### config.mk
export PLATFORM = sky130hd
export DESIGN_NAME = ex_mem_loader
export DESIGN_NICKNAME = d
export VERILOG_FILES = /design/src/rtl/ex_mem_loader.sv
export SDC_FILE = /design/constraint.sdc
export NUM_CORES = 1
export LEC_CHECK = 0
export ABC_AREA = 1
export CORE_MARGIN = 2
export CORE_UTILIZATION = 45
export DETAILED_ROUTE_END_ITERATION = 8
export PLACE_DENSITY = 0.69
export SKIP_CTS_REPAIR_TIMING = 1
export SYNTH_ARGS = -nofsm -noshare
export SYNTH_HDL_FRONTEND = slang
export SYNTH_SLANG_ARGS = --single-unit
### constraint.sdc
create_clock -name clk -period 3.35 [get_ports clk]
set_input_delay 0.67 -clock clk [delete_from_list [all_inputs] [get_ports clk]]
set_output_delay 0.67 -clock clk [all_outputs]
set_load 0.02 [all_outputs]
### src/rtl/ex_mem_loader.sv
// Host byte-stream loader: 'L' frames write 16-byte records into the core's external-memory ports, 'G' releases cpu_reset.
// Define LOADER_CHECKSUM_EN to append and verify a trailing XOR checksum byte on every load frame.
module ex_mem_loader (
    input  logic        clk,
    input  logic        reset,
    input  logic [7:0]  in_data,
    input  logic        in_valid,
    output logic        in_ready,
    output logic        enable_load_ex_mem,
    output logic [8:0]  InstExMemAddress,
    output logic [31:0] InstExMemData1,
    output logic [31:0] InstExMemData2,
    output logic [8:0]  DataExMemAddress,
    output logic [31:0] DataExMemData1,
    output logic [31:0] DataExMemData2,
    output logic        cpu_reset,
    output logic        err
);

    localparam int unsigned ByteW    = 8;
    localparam int unsigned AddrW    = 9;
    localparam int unsigned IdxW     = 4;
    localparam int unsigned PartialW = 15 * ByteW;
    localparam logic [ByteW-1:0] CmdLoad = 8'h4C;
    localparam logic [ByteW-1:0] CmdGo   = 8'h47;

    typedef enum logic [2:0] {
        Idle,
        Count,
        Rec,
        Write,
`ifdef LOADER_CHECKSUM_EN
        Csum,
`endif
        Run
    } state_t;

    state_t              state;
    logic [IdxW-1:0]     byteIdx;
    logic [ByteW-1:0]    recsLeft;
    logic [PartialW-1:0] recShift;
`ifdef LOADER_CHECKSUM_EN
    logic [ByteW-1:0]    csumAcc;
`endif

    logic accept;
    assign accept = in_valid && in_ready;

    // Both ports share one word-pair address.
    assign DataExMemAddress = InstExMemAddress;

    always_ff @(posedge clk) begin
        if (reset) begin
            state              <= Idle;
            in_ready           <= 1'b0;
            enable_load_ex_mem <= 1'b0;
            InstExMemAddress   <= '0;
            InstExMemData1     <= '0;
            InstExMemData2     <= '0;
            DataExMemData1     <= '0;
            DataExMemData2     <= '0;
            cpu_reset          <= 1'b1;
            err                <= 1'b0;
            byteIdx            <= '0;
            recsLeft           <= '0;
            recShift           <= '0;
`ifdef LOADER_CHECKSUM_EN
            csumAcc            <= '0;
`endif
        end else begin
            enable_load_ex_mem <= 1'b0;
            in_ready           <= 1'b1;

            if (accept) begin
                case (state)
                    Idle, Run: begin
                        if (in_data == CmdLoad) begin
                            state            <= Count;
                            InstExMemAddress <= '0;
                            cpu_reset        <= 1'b1;
                            err              <= 1'b0;
`ifdef LOADER_CHECKSUM_EN
                            csumAcc          <= '0;
`endif
                        end else if (in_data == CmdGo) begin
                            // 'G' only releases the core from a clean IDLE.
                            if (state == Idle && !err) begin
                                cpu_reset <= 1'b0;
                                state     <= Run;
                            end
                        end else begin
                            err <= 1'b1;
                        end
                    end
                    Count: begin
                        recsLeft <= in_data;
                        byteIdx  <= '0;
                        state    <= Rec;
                    end
                    Rec: begin
                        byteIdx  <= byteIdx + IdxW'(1);
                        recShift <= {in_data, recShift[PartialW-1:ByteW]};
`ifdef LOADER_CHECKSUM_EN
                        csumAcc  <= csumAcc ^ in_data;
`endif
                        // Last byte arrives live; earlier 15 sit little-endian in recShift.
                        if (byteIdx == IdxW'(15)) begin
                            InstExMemData1     <= recShift[31:0];
                            InstExMemData2     <= recShift[63:32];
                            DataExMemData1     <= recShift[95:64];
                            DataExMemData2     <= {in_data, recShift[119:96]};
                            enable_load_ex_mem <= 1'b1;
                            in_ready           <= 1'b0;
                            state              <= Write;
                        end
                    end
`ifdef LOADER_CHECKSUM_EN
                    Csum: begin
                        if (in_data != csumAcc) begin
                            err <= 1'b1;
                        end
                        state <= Idle;
                    end
`endif
                    default: ;
                endcase
            end

            // Count byte 0 wraps through 255 so it yields 256 records.
            if (state == Write) begin
                InstExMemAddress <= InstExMemAddress + AddrW'(2);
                recsLeft         <= recsLeft - ByteW'(1);
                if (recsLeft == ByteW'(1)) begin
`ifdef LOADER_CHECKSUM_EN
                    state <= Csum;
`else
                    state <= Idle;
`endif
                end else begin
                    state <= Rec;
                end
            end
        end
    end

endmodule

==> impl_metrics.py <==
metrics = {
    "logic_synthesis": {
        "ys_seq_elements": 275,
        "async_flop_share": 0,
        "syn_area_um2": 9683,
        "synth_top_cell_by_area": "dfxtp_1",
        "synth_flop_cell": "dfxtp_1",
        "yosysTopAreaCellShare": 0.5685,
        "synthTopCellsByArea": "dfxtp_1 57%, o21ai_0 9.0%, nand2_1 7.6%",
        "avgSynthCellArea_um2": 8.199,
        "synth_cell_types": 25,
        "synthCells": 1181,
        "synth_edf_count": 0,
        "yosysSeqAreaShare": 0.5685,
        "yosysWarnings": 0,
    },
    "final_layout": {
        "num_antenna_cells": 0,
        "areaGrowthSynthToFinish_pct": 27.16,
        "final_nets": 1317,
        "drive_gt1_frac": 0.05223,
    },
    "sta": {
        "max_freq_ghz": 0.4355,
        "skew_ps": 9.004,
        "max_slew_margin": 0.5587,
        "hold_viol": 0,
        "slew_violations": 0,
        "worstMarginPinSlew_ps": 661.2,
        "fin_crit_sh": 0.6854,
        "tns_ps": 0,
        "setup_viol": 0,
        "min_period_ps": 2296,
        "rsz0062_at_grt": "false",
        "whs_ps": 448.3,
    },
    "routing": {
        "vias": 7792,
        "drc": 0,
        "via_per_inst": 4.882,
        "wire_per_inst_um": 13.72,
        "totalWireLength_mm": 21.90,
        "firstDrtPassIters": 4,
        "ant_nets": 0,
        "drt_iter0_markers": 426,
    },
    "clock_tree": {
        "cts_sinks": 275,
        "clockBufferDepth": 3,
        "cts_root_buf": "clkbuf_16",
        "cts_tree": "yes",
        "clk_latency_ps": 520,
        "cts_made_buffers": 28,
        "clkTransAtPathRegs_ps": 60,
        "h-tree-depth": 1,
    },
    "critical_path": {
        "crit_type": "reg -> out",
        "crit_chain": "clkdlybuf4s50_1",
        "cp_slowest_cell": "clkdlybuf4s50_1",
        "cp_num_buf_inv": 1,
        "cp.arrival_ps": 1630,
        "path_max_fanout": 7,
        "start_kind": "flop",
        "cp.required_ps": 2680,
        "crit_family": "buffers and inverters",
        "max_stage_delay_ps": 650,
        "end_kind": "output pin",
    },
    "floorplan": {
        "io_pins": 161,
        "start_util": 0.4592,
        "num_rows": 53,
        "die_width_um": 150.7,
        "die_area_um2": 22710,
        "fp.dieH_um": 150.7,
        "core_area_um2": 21090,
    },
    "power_and_ir_drop": {
        "ir_drop_mv": 0.3935,
        "leakage_nw": 4.388,
        "power_density_nw_per_um2": 540.7,
    },
    "worst_hold_path": {
        "min_path_type": "reg -> reg",
    },
    "global_routing": {
        "antenna_found_initial": 0,
        "grt_pass1_vias": 7153,
        "grt_pass1_wl_mm": 34.95,
        "met3_usage": 0.04121,
        "grt_use_met1": 0.2564,
        "grt-ovfl-total": 0,
        "grt_max_degree": 126,
        "met2_usage": 0.3057,
        "grt_usage": 0.1876,
        "grt_busiest_layer": "met2",
    },
    "placed_design": {
        "dpl.hpwl_mm": 14.55,
        "routabilityCongestion": 0.7818,
        "numPortBuffers": 158,
    },
    "run_status": {
        "status": "complete, no violations",
    },
    "run": {
        "cap_violations": 0,
    },
}
## report_power, final
part | internal (mW) | switching, mW | leakage, nW
Sequential | 3.27 | 0.00153 | 2.21
Clock | 2.06 | 1.22 | 0.490
Combinational | 0.0321 | 0.0746 | 1.68
Total | 5.36 | 1.30 | 4.39
## area by class of cell
class	count	area [um2]
fillers	1930	8775
flip-flops and latches	275	5505
multi-input cells	673	3162
repair buffers	171	1729
clock buffers	42	854.6
inverters	153	579.3
well taps	275	344.1
clock inverters	7	138.9
## synth_stat cells (6+ instances only)
cell / number
buf_2: 38
inv_1: 149
buf_4: 15
nor2_1: 26
o21ai_1: 96
clkbuf_1: 22
buf_6: 6
o21ai_0: 174
nand2_1: 195
dfxtp_1: 275
a21oi_1: 143
nand3_1: 17
## metrics by stage
step	cell area [um2]	setup WS, ps	utilization	std cells	power [mW]
after floorplan	9687	1721	-	1182	3.414
after global placement	11320	789.0	0.5368	1547	3.453
after detailed placement	11320	736.4	0.5368	1547	3.453
after CTS	12310	1026	0.5839	1596	6.724
after global routing	12310	973.5	0.5839	1596	6.874
final	12310	1054	0.5839	1596	6.657
## registers in the layout, summed over array words and instances, names as in the netlist, 3 cells and up
register and count:
state 3, recShift 120, recsLeft 8, DataExMemData2 32, DataExMemAddress 8, InstExMemData2 32
DataExMemData1 32, byteIdx 4, InstExMemData1 32
## kinds of logic (layout without fill, tap and decap cells)
| logic type | count (synthesis) | in the layout | synth area share |
|---|---|---|---|
| buf+inv | 234 | 373 | 0.1061 |
| compound gates | 417 | 417 | 0.2164 |
| fa+ha+maj | 4 | 4 | 0.005169 |
| xor+xnor | 1 | 1 | 0.0009047 |
| simple gates | 249 | 249 | 0.1025 |
| flops | 275 | 275 | 0.5685 |
| other cells | 1 | 2 | 0.0003873 |
## worst register-to-register path, stage by stage, from the launching register on
cell     delay, ps
dfxtp_1        370
ha_1           170
nand2_1         70
nor2_1         310
nand3_4        480
buf_4          400
o21ai_0        170
## worst paths after layout
check | cells after the start | endpoint | slack, ps | startpoint
hold reg to reg | 2 | InstExMemData1[2]$_SDFFE_PP0P_ | 450 | InstExMemData1[2]$_SDFFE_PP0P_
hold / removal | 2 | InstExMemData1[2]$_SDFFE_PP0P_ | 450 | InstExMemData1[2]$_SDFFE_PP0P_
setup reg to reg | 6 | DataExMemData1[4]$_SDFFE_PP0P_ | 1310 | byteIdx[0]$_SDFFE_PP0P_
setup / recovery | 1 | InstExMemAddress[5] | 1050 | DataExMemAddress[5]$_SDFFE_PP0P_
## routing by layer
metal / vias to the layer above / part of all wire
met5: - / 0
met4: 0 / 0.016
li1: 4061 / -
met2: 182 / 0.46
met1: 3524 / 0.47
met3: 25 / 0.055
## cells in the final DEF, fill, tap and decap left out, types with 2 or more instances in the layout
cell	netlist	final
dfxtp_1	275	275
nand2_1	195	195
o21ai_0	174	174
clkdlybuf4s50_1	0	158
inv_1	149	148
a21oi_1	143	143
o21ai_1	96	96
clkbuf_16	0	29
nor2_1	26	26
nand3_1	17	17
buf_4	15	9
clkbuf_8	0	8
clkbuf_1	22	5
ha_1	4	4
bufinv_16	0	4
buf_12	0	4
inv_2	4	3
nor3_1	3	3
inv_4	0	2
nor2_2	2	2
a31oi_1	2	2
nand4_1	2	2
conb_1	1	2
clkinv_2	0	2
No activity file was read; power rests on OpenSTA's default activity.
